**config.mk**
```make
export PLATFORM = sky130hd
export DESIGN_NAME = pmem_arbiter
export DESIGN_NICKNAME = d
export VERILOG_FILES = /design/src/rtl/rv32i_types.sv /design/src/rtl/pmem_arb_pick.sv /design/src/rtl/pmem_arbiter.sv
export SDC_FILE = /design/constraint.sdc
export NUM_CORES = 1
export LEC_CHECK = 0
export ABC_AREA = 1
export CAP_MARGIN = 20
export CORE_AREA = 10 10 528 530
export CTS_CLUSTER_SIZE = 16
export DETAILED_ROUTE_END_ITERATION = 12
export DIE_AREA = 0 0 538 540
export DONT_BUFFER_PORTS = 1
export GPL_ROUTABILITY_DRIVEN = 0
export GPL_TIMING_DRIVEN = 0
export PLACE_DENSITY_LB_ADDON = 0.12
export SLEW_MARGIN = 20
export SYNTH_ARGS = -nofsm -noshare
export SYNTH_HDL_FRONTEND = slang
export SYNTH_SLANG_ARGS = --single-unit
```
**constraint.sdc**
```tcl
create_clock -name clk -period 1.4 [get_ports clk]
set_input_delay 0.21 -clock clk [delete_from_list [all_inputs] [get_ports clk]]
set_output_delay 0.21 -clock clk [all_outputs]
set_load 0.05 [all_outputs]
```
**src/rtl/rv32i_types.sv**
```systemverilog
// rv32i_types: shared types for the physical-memory arbiter (state encoding and request latch)
package rv32i_types;

  localparam int PMEM_ADDR_W = 32;
  localparam int PMEM_LINE_W = 256;

  typedef enum logic [1:0] {
    IDLE,
    SERVE_I,
    SERVE_D
  } pmem_arb_state_t;

  // Latched downstream request; widths are the largest supported line/address
  typedef struct packed {
    logic                   read;
    logic                   write;
    logic [PMEM_ADDR_W-1:0] address;
    logic [PMEM_LINE_W-1:0] wdata;
  } pmem_req_t;

endpackage

```
**src/rtl/pmem_arb_pick.sv**
```systemverilog
// pmem_arb_pick: one-hot tie-break between I and D; round-robin when PMEM_ARB_ROUND_ROBIN_EN is defined, else D wins
module pmem_arb_pick (
  input  logic       req_i_i,
  input  logic       req_d_i,
`ifdef PMEM_ARB_ROUND_ROBIN_EN
  input  logic       last_d_i,
`endif
  output logic [1:0] gnt_o
);

  logic tie_to_i;

`ifdef PMEM_ARB_ROUND_ROBIN_EN
  assign tie_to_i = last_d_i;
`else
  assign tie_to_i = 1'b0;
`endif

  assign gnt_o[0] = req_i_i & (~req_d_i | tie_to_i);
  assign gnt_o[1] = req_d_i & (~req_i_i | ~tie_to_i);

endmodule

```
**src/rtl/pmem_arbiter.sv**
```systemverilog
// pmem_arbiter: shares one cacheline-adaptor port between I and D caches, one transaction at a time (macro PMEM_ARB_ROUND_ROBIN_EN selects round-robin ties)
module pmem_arbiter
  import rv32i_types::*;
#(
  parameter int ADDR_W = 32,
  parameter int LINE_W = 256
) (
  input  logic              clk,
  input  logic              rst,
  input  logic              i_pmem_read,
  input  logic [ADDR_W-1:0] i_pmem_address,
  output logic [LINE_W-1:0] i_pmem_rdata,
  output logic              i_pmem_resp,
  input  logic              d_pmem_read,
  input  logic              d_pmem_write,
  input  logic [ADDR_W-1:0] d_pmem_address,
  input  logic [LINE_W-1:0] d_pmem_wdata,
  output logic [LINE_W-1:0] d_pmem_rdata,
  output logic              d_pmem_resp,
  output logic              pmem_read,
  output logic              pmem_write,
  output logic [ADDR_W-1:0] pmem_address,
  output logic [LINE_W-1:0] pmem_wdata,
  input  logic [LINE_W-1:0] pmem_rdata,
  input  logic              pmem_resp
);

  pmem_arb_state_t state_q;
  pmem_req_t       req_q;
  pmem_req_t       cand_i;
  pmem_req_t       cand_d;
  logic [1:0]      gnt;
  logic            pend_i;
  logic            pend_d;
`ifdef PMEM_ARB_ROUND_ROBIN_EN
  logic            last_d_q;
`endif

  assign pend_i = i_pmem_read;
  assign pend_d = d_pmem_read | d_pmem_write;

  pmem_arb_pick u_pick (
    .req_i_i  (pend_i),
    .req_d_i  (pend_d),
`ifdef PMEM_ARB_ROUND_ROBIN_EN
    .last_d_i (last_d_q),
`endif
    .gnt_o    (gnt)
  );

  // Candidate latch contents per requester; a D write suppresses a simultaneous D read
  always_comb begin
    cand_i         = '0;
    cand_i.read    = 1'b1;
    cand_i.address = PMEM_ADDR_W'(i_pmem_address);
    cand_d         = '0;
    cand_d.read    = d_pmem_read & ~d_pmem_write;
    cand_d.write   = d_pmem_write;
    cand_d.address = PMEM_ADDR_W'(d_pmem_address);
    cand_d.wdata   = PMEM_LINE_W'(d_pmem_wdata);
  end

  // Grant FSM: latch the winner in IDLE, hold until the adaptor responds, then release
  always_ff @(posedge clk or negedge rst) begin
    if (!rst) begin
      state_q  <= IDLE;
      req_q    <= '0;
`ifdef PMEM_ARB_ROUND_ROBIN_EN
      last_d_q <= 1'b1;
`endif
    end else if (state_q == IDLE) begin
      if (gnt[0]) begin
        state_q  <= SERVE_I;
        req_q    <= cand_i;
`ifdef PMEM_ARB_ROUND_ROBIN_EN
        last_d_q <= 1'b0;
`endif
      end else if (gnt[1]) begin
        state_q  <= SERVE_D;
        req_q    <= cand_d;
`ifdef PMEM_ARB_ROUND_ROBIN_EN
        last_d_q <= 1'b1;
`endif
      end
    end else if (pmem_resp) begin
      state_q <= IDLE;
      req_q   <= '0;
    end
  end

  // Simulation-only flag for the D-side read+write protocol error
  always_ff @(posedge clk) begin
    if (rst) assert (!(d_pmem_read && d_pmem_write));
  end

  assign pmem_read    = req_q.read;
  assign pmem_write   = req_q.write;
  assign pmem_address = ADDR_W'(req_q.address);
  assign pmem_wdata   = LINE_W'(req_q.wdata);
  assign i_pmem_rdata = pmem_rdata;
  assign d_pmem_rdata = pmem_rdata;
  assign i_pmem_resp  = (state_q == SERVE_I) & pmem_resp;
  assign d_pmem_resp  = (state_q == SERVE_D) & pmem_resp;

endmodule

```
; Word level (Yosys, flattened, before mapping)
; Cells that the tools add are included.
[word_totals]
out_inout_bits = 804
in_bits = 582
elab_cells = 26
ff_bits = 292
[op_classes]
bitwise = 7
n_eq_ne = 3
reduce_logical = 3
muxes = 8
[op_table]
columns = op, n
row1 = 290-bit two-way mux, 4
row2 = 2-bit two-way mux, 4
row3 = 1-bit bitwise AND, 4
row4 = "3-bit by 2-bit != test with 1-bit output, second input constant", 1
row5 = "2-bit by 1-bit == test with 1-bit output, second input constant", 1
row6 = "2-bit == test, second input constant", 1
row7 = 2-bit logical NOT, 1
row8 = 1-bit NOT, 2
row9 = 2-bit AND reduction, 1
row10 = 2-bit nonzero test, 1
row11 = 1-bit bitwise OR, 1

; Longest topological paths before layout
; Gate-level depths: netlist of the first run.
[depth]
depth_word = 5
mapped_depth = 10
depth_no_buf = 6

; Modules after synthesis
; From an unflattened synthesis of the first run, not the netlist that was laid out.
[unflattened]
cells_unflattened = 2493
hier_area_um2 = 18584.1
[by_module_without_submodules]
columns = mod, instances, cells_each, seq_area_each_um2, area_per_inst_um2
row1 = pmem_arbiter, 1, 2490, 7307.0, 18566.6
row2 = pmem_arb_pick, 1, 3, 0.0, 17.5

; Least setup slack after synthesis of the first run
; No wires, ideal clock.
[synth_path]
kind = register -> output
startpoint = register state_q[0]
endpoint = output i_pmem_resp
stages_incl_launch_ff = 3
required_time_ps = 1190
path_buffers = 0
t_arrival_ps = 1492
path_slack_ps = -302
path_cell_list = dfrtp_1 -> inv_1 -> nor3_1
[synth_via]
elab_chain_len = 2
[synth_rtl]
columns = element, line
row1 = from (decl), pmem_arbiter.sv:28  ; pmem_arb_state_t state_q;
row2 = from (signal assigned), pmem_arbiter.sv:66  ; state_q <= IDLE;
row3 = from (signal assigned), pmem_arbiter.sv:73  ; state_q <= SERVE_I;
row4 = from (signal assigned), pmem_arbiter.sv:79  ; state_q <= SERVE_D;
row5 = 2-bit by 1-bit == test with 1-bit output, pmem_arbiter.sv:102  ; assign i_pmem_resp = (state_q == SERVE_I) & pmem_resp;
row6 = 1-bit bitwise AND, pmem_arbiter.sv:102
row7 = to (decl), pmem_arbiter.sv:13  ; output logic i_pmem_resp,
; Every way passes these cells.

; Worst setup path in the final report of the first run
[layout_path]
startpoint = register state_q[0]
endpoint = register req_q (netlist bit pmem_wdata[195])
[layout_via]
elab_chain_len = 3
elab_cells_between_ends = 5
cone_classes = eq/ne (1) / mux (1) / reduce/logical (3)
[layout_rtl]
columns = element, line
row1 = 2-bit logical NOT *, pmem_arbiter.sv:71  ; end else if (state_q == IDLE) begin
row2 = 3-bit by 2-bit != test with 1-bit output (no source line) / 2-bit nonzero test (equally long branches), --
row3 = 2-bit AND reduction (no source line), --
row4 = to (signal assigned), pmem_arbiter.sv:74  ; req_q <= cand_i;
row5 = to (signal assigned), pmem_arbiter.sv:80  ; req_q <= cand_d;
row6 = to (decl), pmem_arbiter.sv:29  ; pmem_req_t req_q;
; Every way passes the cells marked *; elsewhere a longest branch is shown, timed or not.
; A chain may end at the register's enable or synchronous reset.

==> impl_results.md, run 1 <==
* Mean Syn Cell Area at 8.47 µm²
* Slew @ Worst Pin at 1.01 ns
* Vias at 16100
* # nets final at 3009
* Hpwl dp at 125000 µm
* Critical path buffers and inverters at 6
* Grt met3 use at 6.83%
* Crit-path cells: nor2_4 -> inv_4 -> nand2_8 -> nand2_4 -> buf_12 -> buf_12 -> buf_16 -> buf_12 -> buf_8 -> nand3_2 -> nand2_1
* CTS sink count at 292
* # rows at 190
* CP delay by family, top: buffers and inverters
* Synth top area cells: dfrtp_1 45%, buf_4 24%, nand3_1 18%
* Number of fill cells in the layout at 30400
* Syn Inst Count at 1929
* Failing checks: hold timing, setup timing
* Global-route wire length before repair at 192000 µm
* R2R Setup Slk at -0.51 ns
* Crit-path max cell delay at 0.43 ns
* Port Buffers at 0
* Switching share of power at 55.7%
* Worst hold path type: input pin to async pin
* Share of the synthesized area in the top cell type at 44.7%
* CP Launch Point: state_q[0]$_DFFE_PN0P_
* Kind of critical path: flip-flop to flip-flop
* Leak at 13.4 nW
* Area grow syn2layout at 101%
* FF-to-FF End: pmem_wdata[195]$_DFFE_PN0P_
* Initial antenna violation count at 52
* M1 GR Usage at 9.19%
* # setup viols final at 479
* Worst endpoint required time at 1.96 ns
* Worst Setup End Kind: flip-flop
* Multi-input logic area at 0.00726 mm²
* Logic pwr share at 42.3%
* Setup TNS at -113.75 ns
* Initial DRC count at 614
* YS warnings at 0
* Fin. Hold Viols at 292
* Core box area at 0.267 mm²
* Synth area leader: dfrtp_1
* Num CTS Buffers at 48
* EDFF count, synth at 0
* CP Data Arrival Time at 2.47 ns
* Hold buffers post-CTS at 325
* Clock skew after layout at 0.0321 ns
* Initial Util at 6.11%
* Main flop type after synthesis: dfrtp_1
* P_int at 36.5 mW
* FF+latch area at 0.00788 mm²
* Vias in the first global route at 17600
* RSZ-0062 raised after global routing: true
* I/O Pins at 1386
* Vias per cell at 2.66
* GR Util met2 at 17.4%
* Instance count on the critical path at 11
* Net switching power at 46.0 mW
* Netlist Area Pre-Place at 0.0163 mm²
* Count of pins over their slew limit at 0
* Post-DRT Antenna Nets at 0
* DRC Markers at 0
* Most frequent cell after synthesis: nand3_1
* Largest net degree at the start of global routing at 293
* Share of cells above drive strength 1 at 65.0%
* Slew Limit Headroom at 32.9%
* R2R depth at 11
* Status: complete, but fails checks
* Fmax at 523 MHz
* Core Util, Final at 12.3%
* Htree depth at 2
* Gr ovfl total at 0
* Hold WS at -0.738 ns
* Minimum clock period at 1.91 ns
* Die Ht at 540 µm
* Die area at 0.291 mm²
* Post-synth top cells: 578 x nand3_1, 517 x buf_4, 360 x nand2_1
* Crit path capture: pmem_wdata[195]$_DFFE_PN0P_
* Seq pwr share at 41.9%
* Sequential share of the synthesized area at 44.7%
* CTS tree: yes
* CTS clock-pin slew for the worst setup and hold paths at 0.06 ns
* 1st-pass router iterations at 4
* Drt wl/cell at 26.2 µm
* Worst path most repeated cell: buf_12
* RR Startpoint: state_q[0]$_DFFE_PN0P_
* Buffer depth of the longest clock path at 3
* Post-route clock period utilization at 137%
* GRT Max-Usage Layer: met2
* Clock power share at 15.9%
* Number of max-cap violations at 0
* Clock tree root driver cell: clkbuf_16
* Width of the die at 538 µm
* Clk_lat worst skew at 0.67 ns
* Syn Nets at 2511
* Setup ws final at -0.512 ns
* Peak supply drop at 0.966 mV
* Count of cell types in the netlist at 17
* Asr flop ratio synth at 100%
* Crit-path max FO at 5
* #FFs+latches synth at 292
* Routed Wire Length at 158000 µm
* Global-route usage over all layers at 9.97%
* Crit start category: flip-flop
* Slowest cell on crit path: dfrtp_2
* Power density cells at 2510 mW/mm²
through the flow:
| step | total power, mW | setup WS, ns | area [µm²] | std cells |
|---|---|---|---|---|
| finish | 82.5 | -0.512 | 32800 | 6043 |
| global route | 87.6 | -0.609 | 32800 | 6035 |
| CTS | 81.5 | -0.609 | 30700 | 5984 |
| detailed placement | 52.3 | -1.81 | 20800 | 5482 |
| global placement | 52.6 | -2.13 | 20800 | 5481 |
| floorplan | 40.2 | -0.302 | 16300 | 1929 |
sequential cells by signal (all words and copies together) (netlist names):
signal / cells
pmem_wdata: 256
pmem_write: 1
state_q: 2
pmem_address: 32
pmem_read: 1
per-layer routing:
metal,wire length (µm),part of all wire [%]
met4,5630,3.6
met3,24300,15
met2,77700,49
met1,50500,32
met5,113,0.071
layout make-up:
cell class                 count  share of cell area (%)
antenna                       27                   0.206
multi-input combinational    979                    22.1
sequential                   292                    24.0
tap                         3552                    13.5
clock inverter                19                   0.827
clock buffer                  68                    4.10
inverter                       5                  0.0648
buffer                       647                    17.6
timing repair buffer         454                    17.5
cells by family after synthesis:
| family | Yosys count | synth area share, % |
|---|---|---|
| buf+inv | 658 | 27.7 |
| simple gates | 974 | 27.4 |
| flops | 292 | 44.7 |
| compound gates | 5 | 0.184 |
worst min-delay path by stage:
stage / from / endpoint / slack [ns] / cells past startpoint
final: rst / pmem_wdata[99]$_DFFE_PN0P_ / -0.74 / 0
after global routing: rst / pmem_wdata[99]$_DFFE_PN0P_ / -0.82 / 0
after floorplan: rst / pmem_address[0]$_DFFE_PN0P_ / -0.09 / 0
after CTS: rst / pmem_wdata[100]$_DFFE_PN0P_ / -0.84 / 0
after global placement: rst / pmem_wdata[99]$_DFFE_PN0P_ / -0.07 / 0
after detailed placement: rst / pmem_wdata[99]$_DFFE_PN0P_ / -0.07 / 0
cell usage in the layout (no fill, tap or decap), drive strengths merged, types with 2 or more instances in the layout:
cell type,count
buf,718
bufinv,6
clkbuf,126
clkinv,8
clkinvlp,3
dfrtp,292
diode,27
dlygate4sd3,325
inv,7
nand2,360
nand3,578
nand4,32
nor2,2
nor3,2
o21ai,3
worst register-to-register path, stage by stage (launching register included):
cell and delay [ns]:
dfrtp_2 0.43, nor2_4 0.19, inv_4 0.08, nand2_8 0.12, nand2_4 0.09, buf_12 0.15, buf_12 0.15, buf_16 0.16
buf_12 0.21, buf_8 0.13, nand3_2 0.06, nand2_1 0.05
power groups by stage:
stage               registers [mW]  clock network [mW]  logic (mW)
global placement              33.9                   0        18.7
detailed placement            33.7                   0        18.6
CTS                           35.1                13.9        32.5
floorplan                     27.9                   0        12.3
global route                  36.1                14.1        37.4
finish                        34.5                13.1        34.9
timing repair:
item,4_1_cts,5_1_grt
endpoints found under the setup margin,583,583
pin swaps,57,209
hold endpoints to repair,583,292
resized for setup,1037,415
gates cloned,41,29
buffers inserted,50,30
(Power assumes the default switching activity.)
==> run 2, diff against run 1 <==
--- a/config.mk
+++ b/config.mk
@@ -14,7 +14,7 @@
 export DONT_BUFFER_PORTS = 1
 export GPL_ROUTABILITY_DRIVEN = 0
 export GPL_TIMING_DRIVEN = 0
-export PLACE_DENSITY_LB_ADDON = 0.12
+export PLACE_DENSITY = 0.3
 export SLEW_MARGIN = 20
 export SYNTH_ARGS = -nofsm -noshare
 export SYNTH_HDL_FRONTEND = slang
==> run 2 against run 1 <==
Effect of this change: the flow still finishes with violations (hold timing, setup timing); highest routed layer unchanged; cell count is 0.81% lower; flip-flop and latch count stayed put; sequential share of layout area is 2.1 points higher; critical path depth is 10 lower; non-clock buffer count is 47 lower; register-to-register slack better by 0.08 ns; combinational power is 15% lower; clock skew is 0.011 ns higher; clock-buffer cell count is 8 lower; core utilization is 0.83 points lower; final area is 6.8% lower.
==> impl_results.md, run 2 (synthesis results as in run 1) <==
* Status: complete, but fails checks (unchanged)
* Failing checks: hold timing, setup timing (unchanged)
* Initial Util at 6.11% (unchanged)
* Core Util, Final at 11.4% (was 12.3%)
* Worst hold path type: input pin to async pin (unchanged)
* Vias per cell at 2.72 (was 2.66)
* Fin cells at 5994 (was 6043)
* RR Startpoint: state_q[1]$_DFFE_PN0P_ (was state_q[0]$_DFFE_PN0P_)
* Area grow syn2layout at 87.4% (was 101%)
* Critical path buffers and inverters at 0 (was 6)
* Initial antenna violation count at 86 (was 52)
* Die Ht at 540 µm (unchanged)
* Post-route clock period utilization at 132% (was 137%)
* Worst Setup End Kind: output pin (was flip-flop)
* CTS clock-pin slew for the worst setup and hold paths at 0.06 ns (about the same)
* Kind of critical path: flip-flop to output pin (was flip-flop to flip-flop)
* FF-to-FF End: pmem_wdata[10]$_DFFE_PN0P_ (was pmem_wdata[195]$_DFFE_PN0P_)
* Buffer depth of the longest clock path at 3 (unchanged)
* Vias in the first global route at 16700 (was 17600)
* # nets final at 2955 (was 3009)
* Vias at 16300 (was 16100)
* Fmax at 541 MHz (was 523 MHz)
* Fin. Hold Viols at 292 (unchanged)
* CTS sink count at 292 (unchanged)
* Crit start category: flip-flop (unchanged)
* # rows at 190 (unchanged)
* Hold buffers post-CTS at 324 (was 325)
* Gr ovfl total at 0 (unchanged)
* Largest net degree at the start of global routing at 293 (unchanged)
* Number of fill cells in the layout at 30600 (was 30400)
* Crit-path max cell delay at 0.55 ns (was 0.43 ns)
* Initial DRC count at 1000 (was 614)
* Minimum clock period at 1.85 ns (was 1.91 ns)
* Crit-path max FO at 3 (was 5)
* Htree depth at 2 (unchanged)
* Clock skew after layout at 0.0433 ns (was 0.0321 ns)
* Hold WS at -0.686 ns (was -0.738 ns)
* CP Data Arrival Time at 1.64 ns (was 2.47 ns)
* Slew @ Worst Pin at 1.28 ns (was 1.01 ns)
* Slowest cell on crit path: nor3_4 (was dfrtp_2)
* Clock tree root driver cell: clkbuf_16 (unchanged)
* Slew Limit Headroom at 14.4% (was 32.9%)
* Most frequent cells in the layout: 533 x buf_4, 375 x nand3_1, 324 x dlygate4sd3_1, 269 x nand2_1, 164 x dfrtp_2 (was 536 x buf_4, 325 x dlygate4sd3_1, 271 x nand3_2, 249 x nand2_1, 228 x nand3_1)
* Hpwl dp at 149000 µm (was 125000 µm)
* Share of cells above drive strength 1 at 57.4% (was 65.0%)
* DRC Markers at 0 (unchanged)
* CP delay by family, top: simple AND/OR/NAND/NOR gates (was buffers and inverters)
* R2R depth at 10 (was 11)
* R2R Setup Slk at -0.43 ns (was -0.51 ns)
* Clk_lat worst skew at 0.63 ns (was 0.67 ns)
* Global-route wire length before repair at 209000 µm (was 192000 µm)
* Num CTS Buffers at 41 (was 48)
* 1st-pass router iterations at 5 (was 4)
* RSZ-0062 raised after global routing: true (unchanged)
* Setup ws final at -0.450 ns (was -0.512 ns)
* Post-DRT Antenna Nets at 0 (unchanged)
* Commonest non-fill, non-tap cell in the layout: buf_4 (unchanged)
* Width of the die at 538 µm (unchanged)
* Port Buffers at 0 (unchanged)
* Drt wl/cell at 29.4 µm (was 26.2 µm)
* Power density cells at 2500 mW/mm² (was 2510 mW/mm²)
* Routed Wire Length at 176000 µm (was 158000 µm)
* Crit-path cells: nor3_4 (was nor2_4 -> inv_4 -> nand2_8 -> nand2_4 -> buf_12 -> buf_12 -> buf_16 -> buf_12 -> buf_8 -> nand3_2 -> nand2_1)
* Worst endpoint required time at 1.19 ns (was 1.96 ns)
* I/O Pins at 1386 (unchanged)
* Die area at 0.291 mm² (unchanged)
* # setup viols final at 463 (was 479)
* CTS tree: yes (unchanged)
* Global-route usage over all layers at 11.2% (was 9.97%)
* Number of max-cap violations at 0 (unchanged)
* Count of pins over their slew limit at 0 (unchanged)
* Placed Instances at 5481 (was 5482)
* Peak supply drop at 1.31 mV (was 0.966 mV)
* Core box area at 0.267 mm² (unchanged)
* Leak at 12.6 nW (was 13.4 nW)
* Max reg flops at 256 (unchanged)
==> run 2: per-layer routing <==
metal,vias up,GRT usage (%),wire (µm)
met1,8025,11.4,58700
met2,1221,18.5,81100
li1,6829,-,-
met4,28,2.46,5090
met3,222,8.16,31400
met5,-,0,187
==> run 2: cell type report <==
class / count / area (µm²) / share of cell area (%)
diodes: 41 / 103 / 0.335
plain buffers: 646 / 5500 / 17.9
clock buffers: 60 / 1210 / 3.95
clock inverters: 11 / 120 / 0.392
inverters: 5 / 21.3 / 0.0695
multi-input cells: 979 / 6270 / 20.5
flip-flops and latches: 292 / 7990 / 26.1
well taps: 3552 / 4440 / 14.5
repair buffers: 408 / 4960 / 16.2
==> run 2: per-stage QoR <==
stage               setup WS [ns]  total power [mW]  area [µm²]  TNS [ns]
floorplan                  -0.302              40.2       16300     -1.87
global placement            -1.98              53.2       20800   -414.25
detailed placement          -2.00              53.1       20800   -417.53
CTS                        -0.546              71.1       27300   -187.86
global route               -0.523              81.3       30500   -147.57
finish                     -0.450              76.7       30600   -107.44
==> run 2: worst max path at each step <==
stage | end | depth (start not counted) | from
after floorplan | i_pmem_resp | 2 | state_q[0]$_DFFE_PN0P_
after CTS | i_pmem_resp | 1 | state_q[1]$_DFFE_PN0P_
after global routing | pmem_wdata[179]$_DFFE_PN0P_ | 8 | state_q[1]$_DFFE_PN0P_
final | i_pmem_resp | 1 | state_q[1]$_DFFE_PN0P_
after global placement | pmem_wdata[182]$_DFFE_PN0P_ | 7 | state_q[1]$_DFFE_PN0P_
after detailed placement | pmem_wdata[179]$_DFFE_PN0P_ | 7 | state_q[1]$_DFFE_PN0P_
==> run 2: repair_timing <==
action                     CTS  global route
buffers inserted            26            18
pin swaps                   30           123
resized for setup          367           855
setup endpoints to repair  583           583
gates cloned                15            29
hold endpoints to repair   583           292
==> run 2: where the power goes <==
part / internal [mW] / switching [mW] / leakage [nW]
sequential: 13.7 / 22.3 / 3.39
combinational: 12.3 / 17.4 / 8.59
clock: 6.33 / 4.65 / 0.658
